### src/rtl/alu_seg_pkg.sv
// Shared constants for the ALU seven-segment board top: segment encodings,
// anode one-hot patterns and the digit-index enumeration.
package alu_seg_pkg;

    // Active-low segment patterns, bit order GFEDCBA.
    localparam logic [6:0] SEG_0 = 7'b1000000;
    localparam logic [6:0] SEG_1 = 7'b1111001;
    localparam logic [6:0] SEG_2 = 7'b0100100;
    localparam logic [6:0] SEG_3 = 7'b0110000;
    localparam logic [6:0] SEG_4 = 7'b0011001;
    localparam logic [6:0] SEG_5 = 7'b0010010;
    localparam logic [6:0] SEG_6 = 7'b0000010;
    localparam logic [6:0] SEG_7 = 7'b1111000;
    localparam logic [6:0] SEG_8 = 7'b0000000;
    localparam logic [6:0] SEG_9 = 7'b0010000;
    localparam logic [6:0] SEG_A = 7'b0001000;
    localparam logic [6:0] SEG_B = 7'b0000011;
    localparam logic [6:0] SEG_C = 7'b1000110;
    localparam logic [6:0] SEG_D = 7'b0100001;
    localparam logic [6:0] SEG_E = 7'b0000110;
    localparam logic [6:0] SEG_F = 7'b0001110;
    // Shown when the decoder input is not a clean 0..F value ("U").
    localparam logic [6:0] SEG_U = 7'b1000001;

    // Active-low one-hot anodes; an[0] is the rightmost digit.
    localparam logic [3:0] AN_D0 = 4'b1110;
    localparam logic [3:0] AN_D1 = 4'b1101;
    localparam logic [3:0] AN_D2 = 4'b1011;
    localparam logic [3:0] AN_D3 = 4'b0111;

    // Digit index, right to left: A, B, A+B, A-B.
    typedef enum logic [1:0] {
        DIG_A    = 2'd0,
        DIG_B    = 2'd1,
        DIG_SUM  = 2'd2,
        DIG_DIFF = 2'd3
    } digit_e;

endpackage

### src/rtl/alu_seg_hex_to_seg7.sv
// Hex nibble to active-low seven-segment pattern (GFEDCBA). Purely combinational.
module hex_to_seg7
    import alu_seg_pkg::*;
(
    input  logic [3:0] hex,
    output logic [6:0] seg
);

    // Table lookup; the default catches X/Z in simulation and shows "U".
    always_comb begin
        seg = SEG_U;
        case (hex)
            4'h0: seg = SEG_0;
            4'h1: seg = SEG_1;
            4'h2: seg = SEG_2;
            4'h3: seg = SEG_3;
            4'h4: seg = SEG_4;
            4'h5: seg = SEG_5;
            4'h6: seg = SEG_6;
            4'h7: seg = SEG_7;
            4'h8: seg = SEG_8;
            4'h9: seg = SEG_9;
            4'hA: seg = SEG_A;
            4'hB: seg = SEG_B;
            4'hC: seg = SEG_C;
            4'hD: seg = SEG_D;
            4'hE: seg = SEG_E;
            4'hF: seg = SEG_F;
            default: seg = SEG_U;
        endcase
    end

endmodule

### src/rtl/alu_seg_top.sv
// Board top: 4-bit ALU on slide switches, shown as A, B, A+B, A-B on a
// time-multiplexed 4-digit seven-segment display. The scan timebase is a
// clock enable derived from the single board clock; no generated clocks.
module alu_seg_top
    import alu_seg_pkg::*;
#(
    parameter int DIVIDE_BY = 1   // clk edges per half-period of the scan timebase, >= 1
) (
    input  logic       clk,
    input  logic       btnC,
    input  logic [7:0] sw,
    output logic [3:0] an,
    output logic [6:0] seg
);

    // A one-bit counter is still needed when DIVIDE_BY is 1 ($clog2(1) is 0).
    localparam int CW = (DIVIDE_BY > 1) ? $clog2(DIVIDE_BY) : 1;
    localparam logic [CW-1:0] CNT_MAX = CW'(DIVIDE_BY - 1);

    // Declaration values give the FPGA power-up state, identical to reset.
    logic [CW-1:0] cnt = '0;
    logic          tb  = 1'b0;
    digit_e        d   = DIG_A;

    logic [3:0] a;
    logic [3:0] b;
    logic [3:0] sum;
    logic [3:0] diff;
    logic [3:0] value;

    // Divider, timebase toggle and digit index; the digit steps when tb rises.
    always_ff @(posedge clk) begin
        if (btnC) begin
            cnt <= '0;
            tb  <= 1'b0;
            d   <= DIG_A;
        end else if (cnt == CNT_MAX) begin
            cnt <= '0;
            tb  <= ~tb;
            if (!tb) begin
                d <= digit_e'(d + 2'd1);
            end
        end else begin
            cnt <= cnt + 1'b1;
        end
    end

    // 4-bit wrap-around arithmetic; carry and borrow are deliberately dropped.
    assign a    = sw[3:0];
    assign b    = sw[7:4];
    assign sum  = a + b;
    assign diff = a - b;

    // Digit mux and anode decode, straight from d and the switches (no register stage).
    always_comb begin
        value = a;
        an    = AN_D0;
        case (d)
            DIG_A:    begin value = a;    an = AN_D0; end
            DIG_B:    begin value = b;    an = AN_D1; end
            DIG_SUM:  begin value = sum;  an = AN_D2; end
            DIG_DIFF: begin value = diff; an = AN_D3; end
            default:  begin value = a;    an = AN_D0; end
        endcase
    end

    hex_to_seg7 u_hex_to_seg7 (
        .hex (value),
        .seg (seg)
    );

endmodule

### config.mk
export PLATFORM = sky130hd
export DESIGN_NAME = alu_seg_top
export DESIGN_NICKNAME = d
export VERILOG_FILES = /design/src/rtl/alu_seg_pkg.sv /design/src/rtl/alu_seg_hex_to_seg7.sv /design/src/rtl/alu_seg_top.sv
export SDC_FILE = /design/constraint.sdc
export NUM_CORES = 1
export LEC_CHECK = 0
export CAP_MARGIN = 25
export CORE_MARGIN = 2
export CORE_UTILIZATION = 47
export CTS_CLUSTER_SIZE = 12
export DETAILED_ROUTE_END_ITERATION = 6
export PLACE_DENSITY = 0.87
export SLEW_MARGIN = 40
export SYNTH_ARGS = -nofsm -noshare
export SYNTH_HDL_FRONTEND = slang
export SYNTH_SLANG_ARGS = --single-unit
### constraint.sdc
create_clock -name clk -period 3.5 [get_ports clk]
set_clock_uncertainty 0.05 [all_clocks]
set_input_delay 0.35 -clock clk [delete_from_list [all_inputs] [get_ports clk]]
set_output_delay 0.35 -clock clk [all_outputs]
set_load 0.1 [all_outputs]
-- After elaboration in Yosys (flattened, before gate mapping)
Memories as Yosys holds them, arrays and structs flattened.
Cells that the tools add are included.
Widths: inputs -> output; s select.
- flip-flop bits (word level): 4
- ROM bits: 112
- input bits: 10
- output and inout bits: 11
- memories: 1
- memories (name ; words ; bits a word ; read ports ; clocked after memory_dff ; wr ports ; line ; source):
    (no name shown) ; 16 ; 7 ; 1 ; 0 ; 0 ; alu_seg_hex_to_seg7.sv:12 ; case (hex)
- add/subtract/negate cells: 4
- equality and inequality tests: 3
- multiplexer cells: 2
- bitwise logic cells: 2
- reductions and logical operators: 3
- operators by type and width (kind ; number):
    $pmux 4 s4 ; 2
    $add 4x4->4 ; 1
    $eq 2x2->1 const B ; 2
    $sub 4x4->4 ; 1
    $add 2x1->2 const B ; 1
    $eq 2x1->1 const B ; 1
    $logic_not 2->1 ; 1
    $not 1->1 ; 2
    $reduce_and 2->1 ; 1
    $reduce_or 2->1 ; 1
    $add 1x1->1 const B ; 1

-- Logic depth before layout (Yosys ltp)
An unclocked memory read counts as a cell.
- depth after elaboration: 3
- mapped depth: 13
- depth with buffers taken out: 11

-- Modules after synthesis
A second synthesis with hierarchy kept.
- cell total of the unflattened synthesis: 92
- area total of the unflattened synthesis: 784.5 µm²
- modules (own cells, without submodules) (module ; instances ; cells each ; area each (µm²) ; seq. area each (µm²)):
    alu_seg_top ; 1 ; 60 ; 509.2 ; 80.1
    hex_to_seg7 ; 1 ; 32 ; 275.3 ; 0.0

-- Least setup slack after synthesis
Ideal clock, no wire load.
- path type: register to output
- start: reg d[0]
- end: out seg[1]
- arrival: 4.618 ns
- required time: 3.100 ns
- slack: -1.518 ns
- stages on the path, launching flop included: 12
- buffers on the path: 2
- cell sequence: dfxtp_1 -> ha_1 -> mux2_2 -> inv_1 -> ha_1 -> nor2b_1 -> o21a_1 -> o2111ai_1 -> or3b_1 -> buf_2 -> buf_4 -> o32ai_1
- longest elaborated chain between the ends: 3
- RTL lines (element ; line ; source):
    start, declared ; alu_seg_top.sv:23 ; digit_e d = DIG_A;
    start signal, assigned ; alu_seg_top.sv:41 ; d <= digit_e'(d + 2'd1);
    $eq 2x2->1, or another cell as far along ; alu_seg_top.sv:58 ; case (d)
    $pmux 4 s4 * ; alu_seg_top.sv:58 ;
    $mem_v2 16x7 * ; -- ;
    end, declared ; alu_seg_top.sv:13 ; output logic [6:0] seg
Every way passes the cells marked *; elsewhere a longest branch is shown, timed or not.

-- Worst setup path after layout
- start: reg d[0]
- end: out seg[4]
Same word-level chain as after synthesis.

==> impl_summary.log <==
INFO  metric place.gp.congestion = 0.926
INFO  metric grt_start_max_net_pins = 8
INFO  metric finalSetupTns = -98.5 ps
INFO  metric dp.final_hpwl = 1.83 mm
INFO  metric status = finished with violations
INFO  metric first_global_vias = 1010
INFO  metric final_cell_mix = 25 x sky130_fd_sc_hd__buf_4, 12 x sky130_fd_sc_hd__ha_1, 10 x sky130_fd_sc_hd__nand2_1
INFO  metric detail_route.iter0.violations = 50
INFO  metric final_report_hold_violation_count = 0
INFO  metric ant_nets = 0
INFO  metric dpl.cell_count = 151
INFO  metric failed_checks = negative setup slack
INFO  metric port-buffer-count = 20
INFO  metric timing.critical_path.to = seg[4]
INFO  metric clock_tree.htree_level_count = 1
INFO  metric cellPowerDensity = 661 nW/um^2
INFO  metric worstPathCellList = ha_4 > mux2_4 > inv_4 > ha_4 > nor2b_4 > o21a_1 > o2111ai_1 > or3b_4 > buf_6 > mux2i_2 > o22ai_4 > buf_12
INFO  metric cts_hold_repair.buffers = 0
INFO  metric global_route_wire_length_before_repair = 4.49 mm
INFO  metric floorplan.io_pins = 21
INFO  metric drv.max_cap_violation_count = 0
INFO  metric die_area = 1920 sq um
INFO  metric mappedNetlistArea = 743 sq um
INFO  metric fillerInstances = 35
INFO  metric synth_sequential_area_ratio = 10.8%
INFO  metric path_class = reg -> out
INFO  metric postSynth.topFlopCell = sky130_fd_sc_hd__dfxtp_1
INFO  metric crit_path_dat = 3140 ps
INFO  metric leakage = 0.000632 uW
INFO  metric detailedRoute.firstPassIterationCount = 4
INFO  metric antenna_violations_before_repair = 0
INFO  metric critPathLaunchType = flip-flop
INFO  metric multi_input_area = 781 sq um
INFO  metric post_layout_nonfiller_instances = 159
INFO  metric timing.hold.worst.class = reg -> reg
INFO  metric slowest_delay = 450 ps
INFO  metric hold_worst_slack = 544 ps
INFO  metric critPathSlowestCell = sky130_fd_sc_hd__or3b_4
INFO  metric worst-endpoint-required = 3100 ps
INFO  metric synth_seq_cells = 4
INFO  metric die_h = 43.8 um
INFO  metric totalPowerFinal = 938 uW
INFO  metric tritoncts = done
INFO  metric dpl_cell_area = 1280 sq um
INFO  metric core_area = 1490 sq um
INFO  metric crit-reg2reg-launch = d[1]$_SDFFE_PP0P_
INFO  metric reg2reg_slack = 2270 ps
INFO  metric gr-usage-all-layers = 31.4%
INFO  metric fin_ws = -43.3 ps
INFO  metric clock_insertion_delay_worst_skew = 230 ps
INFO  metric netlist_instances = 97
INFO  metric dieWidth = 43.8 um
INFO  metric syn_area_per_cell = 7.66 sq um
INFO  metric cts_num_sinks = 4
INFO  metric post-route-min-period = 3540 ps
INFO  metric clk_transition_reported_paths = 40 ps
INFO  metric ir_drop = 634 uV
INFO  metric yosysUniqueCellTypes = 33
INFO  metric report.final.slew_viol_count = 0
INFO  metric ys_async_sr_fraction = 0%
INFO  metric timing.critical_path.to_type = output port
INFO  metric synth_net_count = 124
INFO  metric overflow = 0
INFO  metric yosys_warns = 0
INFO  metric crit_path_from = d[0]$_SDFFE_PP0P_
INFO  metric finish.instance_area = 1420 sq um
INFO  metric num_vias = 1045
INFO  metric synth_enable_flop_cells = 0
INFO  metric route.final.wire_length = 3.81 mm
INFO  metric fraction_of_final_layout_cells_with_drive_strength_greater_than_1 = 49.0%
INFO  metric rsz0062_at_grt = yes
INFO  metric routed_via_density = 6.57
INFO  metric timing.fmax = 0.282 GHz
INFO  metric final_net_count = 172
INFO  metric ant_cells = 0
INFO  metric worst-r2r-cell-count = 5
INFO  metric cts_inserted_buffers = 3
INFO  metric row_cnt = 14
INFO  metric clock_tree.root_cell = sky130_fd_sc_hd__clkbuf_4
INFO  metric route.detailed.drc = 0
INFO  metric critical_path.max_fanout = 7
INFO  metric finalSetupViolCount = 3
INFO  metric regArea = 87.6 sq um
INFO  metric area.growth.synth_to_final = 90.9%
INFO  metric post_drt_wl_per_cell = 23.9 um
INFO  metric path_common_cell = sky130_fd_sc_hd__ha_4
INFO  metric final_common_cell = sky130_fd_sc_hd__buf_4
INFO  metric r2r-end = d[1]$_SDFFE_PP0P_
INFO  metric start_util = 49.9%
INFO  metric ctsLongestPathBuffers = 2
INFO  metric timing.final.crit_share = 101%
==> critical path: cells and delay by family (launching register included) <==
kind                     cells  cell delay [ps]
AO/OA/AOI/OAI                3              570
adder cells (fa/ha/maj)      2              360
buffers and inverters        3              410
flip-flops                   1              380
multiplexers                 2              610
AND/OR/NAND/NOR              2              560
==> cell families after synthesis <==
group           count (synthesis)  synth area share, %
compound gates                 22                 18.9
xor+xnor                        5                 5.89
fa+ha+maj                      17                 29.6
buf+inv                        15                 8.25
flops                           4                 10.8
mux                             6                 8.42
other cells                     1                0.505
simple gates                   27                 17.7
==> stage by stage <==
stage	setup slack [ps]	utilization, %
detailed placement	-544	86.0
global placement	-463	86.6
finish	-43.3	95.3
CTS	8.32	90.5
floorplan	-54.5	-
global route	-188	95.3
==> power by group <==
part           total, uW  switching (uW)  internal [uW]
clock               57.7            19.3           38.4
combinational        823             507            316
sequential          57.4            6.72           50.7
total                938             533            405
==> synthesized netlist by cell type, types with 3 or more instances <==
library cell,count,area (sq um)
sky130_fd_sc_hd__a21oi_1,4,20.0
sky130_fd_sc_hd__dfxtp_1,4,80.1
sky130_fd_sc_hd__ha_1,16,200
sky130_fd_sc_hd__inv_1,12,45.0
sky130_fd_sc_hd__mux2i_1,4,40.0
sky130_fd_sc_hd__nand2_1,10,37.5
sky130_fd_sc_hd__nor2_1,7,26.3
sky130_fd_sc_hd__o21ai_0,8,40.0
sky130_fd_sc_hd__xor2_1,3,26.3
==> layout make-up <==
class,instances,share of cell area [%]
clock buffer,3,1.59
inverter,13,4.76
multi-input combinational,78,55.0
sequential,4,6.17
tap,16,1.41
timing repair buffer,45,31.0
==> registers in the layout (all words and copies together), names as in the netlist <==
name,count
d,2
cnt,1
tb,1
==> worst min path at each step <==
stage	from	slack (ps)	end	depth (start not counted)
floorplan	btnC	360	d[1]$_SDFFE_PP0P_	1
global placement	cnt$_SDFF_PP0_	460	tb$_SDFFE_PP0N_	2
detailed placement	d[1]$_SDFFE_PP0P_	510	d[1]$_SDFFE_PP0P_	2
CTS	cnt$_SDFF_PP0_	500	tb$_SDFFE_PP0N_	2
global route	cnt$_SDFF_PP0_	560	d[1]$_SDFFE_PP0P_	2
finish	cnt$_SDFF_PP0_	540	d[1]$_SDFFE_PP0P_	2
==> layer usage <==
metal  vias to the layer above  global-route usage [%]  wire length [um]
li1                        432                       -                 -
met1                       494                    36.3              1400
met4                         0                    23.6               267
met5                         -                       0                 0
met3                        29                    3.33               312
met2                        90                    52.4              1830
==> what timing repair did <==
action                                 in CTS  in global routing
pin swaps                                   3                  5
resized for setup                          17                 13
endpoints found under the hold margin       0                  0
setup endpoints to repair                   7                  7
buffers inserted                            0                  5
Note: power is estimated with default switching activity, not from simulation.
==> variant 1, RTL diff (same settings) <==
Put a register stage on the output `seg`, without a reset. The value now appears one clock later. The other outputs are not delayed to match.
--- a/src/rtl/alu_seg_top.sv
+++ b/src/rtl/alu_seg_top.sv
@@ -16,6 +16,8 @@
     // A one-bit counter is still needed when DIVIDE_BY is 1 ($clog2(1) is 0).
     localparam int CW = (DIVIDE_BY > 1) ? $clog2(DIVIDE_BY) : 1;
     localparam logic [CW-1:0] CNT_MAX = CW'(DIVIDE_BY - 1);
+
+    logic [6:0] seg_d;
 
     // Declaration values give the FPGA power-up state, identical to reset.
     logic [CW-1:0] cnt = '0;
@@ -66,8 +68,12 @@
 
     hex_to_seg7 u_hex_to_seg7 (
         .hex (value),
-        .seg (seg)
+        .seg (seg_d)
     );
+
+    always_ff @(posedge clk) begin
+        seg <= seg_d;
+    end
 
 endmodule
 
Behaviour: not the same (a bounded check fails within 4 cycles, from zero or initial values).
==> variant 1 against the original RTL <==
  * Worst hold slack worse by 0.034 ns
  * Combinational power is 40% lower
  * Area after synthesis is 19% higher
  * Total power is 20% lower
  * Sequential cell count is 7 higher
  * Setup slack better by 0.33 ns
  * Final area is 22% lower
  * Die area is 17% higher
  * Routed wire length is 53% lower
  * Critical path type is now in2reg
  * Largest cell class unchanged
  * Highest routed layer unchanged
==> variant 1: results (changes against the original RTL) <==
stage,metric,value,unit,change
routing,via_per_inst,5.136,,-22%
hold_path,hold_path.class,reg2reg,,
logic_synthesis,yosys-top-cells-count,"ha_1, inv_1, dfxtp_1",,
critical_path,cpLargestDelayFamily,buffers and inverters,,
pwr,p_leak,0.0005269,uW,-17%
critical_path,crit_slowest_cell,clkdlybuf4s50_1,,
placed_design,hpwl,1.443,mm,-21%
logic_synthesis,synthXorXnorAreaFrac,0.04958,,-0.009347
placed_design,dpl_cell_area,1077,sq um,-16%
clock_network,clockRootBuffer,clkbuf_4,,
logic_synthesis,avgSynthCellArea,8.494,sq um,+11%
clock_network,cts_buffers,3,,unchanged
placed_design,numPortBuffers,20,,unchanged
logic_synthesis,synthAdderAreaFrac,0.2493,,-0.04700
logic_synthesis,synth-compound-area-share,0.1586,,-0.02991
logic_synthesis,synth.area.mux_share,0.07082,,-0.01335
logic_synthesis,yosysSeqAreaShare,0.2493,,+0.1415
clock_network,cts_setup_buffers,0,,unchanged
logic_synthesis,async_reset_ff_frac,0,,unchanged
clock_network,ctsResizeCount,0,,-17
logic_synthesis,netlist_area,883.3,sq um,+19%
cells_and_area,num-fill-cells,163,,+370%
logic_synthesis,yosys_warnings,0,,unchanged
routing,first_iter_violations,27,,-46%
logic_synthesis,yosys-top-cells-area,"dfxtp_1, ha_1, inv_1",,
pwr,internal_power,321.3,uW,-21%
clock_network,clock_latency,0.27,ns,+0.04 ns
clock_network,cts_buffer_depth,2,,unchanged
global_route,grtUsageTotal,0.1984,,-0.1151
global_route,grt_max_degree,10,,+2
global_route,grt_pass1_wl,3.084,mm,-31%
routing,drtPass1Iterations,4,,unchanged
run_status,status,finished clean,,
clock_network,clkTransAtPathRegs,0.07,ns,+0.03 ns
critical_path,slowest_delay,0.52,ns,+0.07 ns
cells_and_area,drive_gt1_frac,0.1550,,-0.3345
logic_synthesis,synth_cell_type_count,33,,unchanged
cells_and_area,antennaDiodeCount,0,,unchanged
pwr,irDropWorstVdd,0.0004672,V,-26%
critical_path,cp_max_fo,9,,+2
logic_synthesis,syn_nets,131,,+5.6%
global_route,grt_pass1_vias,739,,-27%
sta,relSlewSlack,0.5466,,
logic_synthesis,synth_ff_type,dfxtp_1,,
placed_design,place_ws,-0.0006199,ns,+0.5432 ns
clock_network,cts_max_level,1,,unchanged
routing,num_vias,791,,-24%
routing,wl_per_cell,11.69,um,-51%
global_route,antenna_found_initial,0,,unchanged
placed_design,gp_congestion,0.9498,,+2.6%
cells_and_area,reg_top3,"seg x7, d x2",,
critical_path,arrival,3.32,ns,+0.18 ns
cells_and_area,nets,157,,-8.7%
placed_design,placed_cells,150,,-0.66%
==> variant 1: worst paths after layout <==
check	startpoint	to	slack, ns	depth (start not counted)
min reg2reg	cnt	tb	0.51	2
max reg2reg	d[1]	seg[3]	0.44	11
max	sw[4]	seg[3]	0.29	13
min	cnt	tb	0.51	2
==> variant 1: power groups by stage <==
stage,clock network (uW),logic [uW],registers (uW)
finish,85.6,493,171
detailed placement,0,492,173
CTS,88.1,493,171
global route,92.5,528,174
global placement,0,513,174
floorplan,0,186,393
==> variant 1: worst min-delay path, stage by stage, from the launching register on <==
cell and delay [ns]:
dfxtp_1 0.36, xor2_1 0.08, nor2_1 0.09
==> variant 1: kinds of logic after synthesis <==
| kind of cell | after synthesis |
|---|---|
| DFF | 11 |
| xor gates and xnor gates | 5 |
| other | 1 |
| buffers and inverters | 15 |
| muxes | 6 |
| adders and majority gates | 17 |
| AOI/OAI and AO/OA | 22 |
| and+or+nand+nor | 27 |
==> variant 1: final cells by class <==
class / count / area (sq um) / area share
timing repair buffer: 23 / 175.2 / 0.1587
multi-input combinational: 78 / 601.8 / 0.5454
inverter: 13 / 48.80 / 0.04422
sequential: 11 / 220.2 / 0.1995
tap: 25 / 31.28 / 0.02834
clock buffer: 4 / 26.28 / 0.02381
==> variant 1: layer usage <==
| metal | global-route usage | up-vias | wire (um) |
|---|---|---|---|
| li1 | - | 402 | - |
| met3 | 0.05385 | 7 | 85 |
| met4 | 0.1222 | 0 | 57 |
| met1 | 0.2391 | 360 | 863 |
| met5 | 0 | - | 0 |
| met2 | 0.3108 | 22 | 793 |
==> variant 2, RTL diff (same flow settings) <==
Without the edit above. Register the input `sw` before use. The logic sees it one clock later. The other inputs are not delayed to match.
--- a/src/rtl/alu_seg_top.sv
+++ b/src/rtl/alu_seg_top.sv
@@ -16,6 +16,12 @@
     // A one-bit counter is still needed when DIVIDE_BY is 1 ($clog2(1) is 0).
     localparam int CW = (DIVIDE_BY > 1) ? $clog2(DIVIDE_BY) : 1;
     localparam logic [CW-1:0] CNT_MAX = CW'(DIVIDE_BY - 1);
+
+    logic [7:0] sw_q;
+
+    always_ff @(posedge clk) begin
+        sw_q <= sw;
+    end
 
     // Declaration values give the FPGA power-up state, identical to reset.
     logic [CW-1:0] cnt = '0;
@@ -46,8 +52,8 @@
     end
 
     // 4-bit wrap-around arithmetic; carry and borrow are deliberately dropped.
-    assign a    = sw[3:0];
-    assign b    = sw[7:4];
+    assign a    = sw_q[3:0];
+    assign b    = sw_q[7:4];
     assign sum  = a + b;
     assign diff = a - b;
 
Check against the original RTL: not equivalent (a bounded check fails within 4 cycles, from zero or initial values).
==> variant 2 against the original RTL <==
  * The flow still finishes with violations (negative setup slack)
  * Area after synthesis rose by 22%
  * Sequential cell count up 8
  * Routed wire length fell by 37%
  * Final area is 5.0% higher
  * Combinational power fell by 7.9%
  * Sequential power grew to 2.8 times the old value
  * Via count is 18% lower
  * Total power grew 5.9%
  * Worst hold slack worse by 0.076 ns
  * Setup slack worse by 0.0038 ns
  * Register-to-register slack better by 0.16 ns
  * Die area grew 19%
  * Critical path depth down 1
  * Fmax decreased by 0.11%
==> variant 2: results (changes against the original RTL) <==
stage,metric,value,unit,change
run_status,status,"finished, violations left",,
run_status,violations,negative setup slack,,
logic_synthesis,yosys-top-cells-area,"dfxtp_1, ha_1, inv_1",,
global_route,grt_pass1_wl,3.236,mm,-28%
logic_synthesis,syn_nets,132,,+6.5%
routing,wl_met3,73,um,-77%
cells_and_area,nets,165,,-4.1%
global_route,grt_util_met3,0.03019,,-0.003145
routing,wl_met1,970,um,-31%
cells_and_area,reg_top3,"sw_q x8, d x2",,
pwr,irDropWorstVdd,0.0003662,V,-42%
hold_path,hold_path.class,in2reg,,
sta,tns,-0.09126,ns,+0.007252 ns
critical_path,crit_slowest_cell,fa_1,,
pwr,p_leak,0.0006269,uW,-0.76%
logic_synthesis,synthXorXnorAreaFrac,0.04848,,-0.01045
routing,first_iter_violations,13,,-74%
critical_path,cpLargestDelayFamily,compound AO/OA/AOI/OAI gates,,
sta,finalSetupViolCount,2,,-1
placed_design,gp_congestion,0.8113,,-12%
sta,fmax,281.9,MHz,-0.11%
sta,setup_ws,-0.04714,ns,-0.003809 ns
placed_design,place_ws,0.09850,ns,+0.6423 ns
clock_network,cts_setup_buffers,1,,+1
global_route,grtUsageTotal,0.2057,,-0.1078
clock_network,clock_latency,0.26,ns,+0.03 ns
cells_and_area,drive_gt1_frac,0.4118,,-0.07775
routing,routed_wl,2.386,mm,-37%
global_route,use_met1,0.2260,,-0.1367
critical_path,cp_max_fo,5,,-2
logic_synthesis,synth.area.mux_share,0.06925,,-0.01492
logic_synthesis,avgSynthCellArea,8.603,sq um,+12%
routing,num_vias,857,,-18%
clock_network,ctsResizeCount,10,,-7
placed_design,dpl_cell_area,1304,sq um,+1.9%
logic_synthesis,synthAdderAreaFrac,0.2438,,-0.05253
routing,met2WireLength,1.242,mm,-32%
clock_network,clkTransAtPathRegs,0.06,ns,+0.02 ns
placed_design,hpwl,1.582,mm,-14%
-- variant 2: changes by cell type in the layout (fill, tap and decap cells not counted), sizes merged --
cell / change
buf: -17
dfxtp: +8
clkdlybuf4s50: +2
-- variant 2: worst paths after layout --
kind                            endpoint  slack (ns)
worst max-delay path              seg[0]       -0.05
worst min-delay path             sw_q[5]        0.47
worst max register to register      d[1]        2.43
worst min register to register        tb        0.49
-- variant 2: layout make-up --
cell class                      count  area [sq um]
Clock buffer                        3         22.52
Fill cell                         104         274.0
Inverter                           13         50.05
Multi-Input combinational cell     78         779.5
Sequential cell                    12         247.7
Tap cell                           25         31.28
Timing Repair Buffer               30         359.1
-- variant 2: cell families after synthesis --
group | Yosys count
buf+inv | 15
mux | 6
xor+xnor | 5
flops | 12
fa+ha+maj | 17
other cells | 1
simple gates | 27
compound gates | 22
-- variant 2: report_power, final --
group / total [uW] / internal [uW] / switching (uW)
combinational: 758 / 295 / 463
sequential: 158 / 147 / 11.1
clock: 77.8 / 39.7 / 38.1
total: 994 / 481 / 512
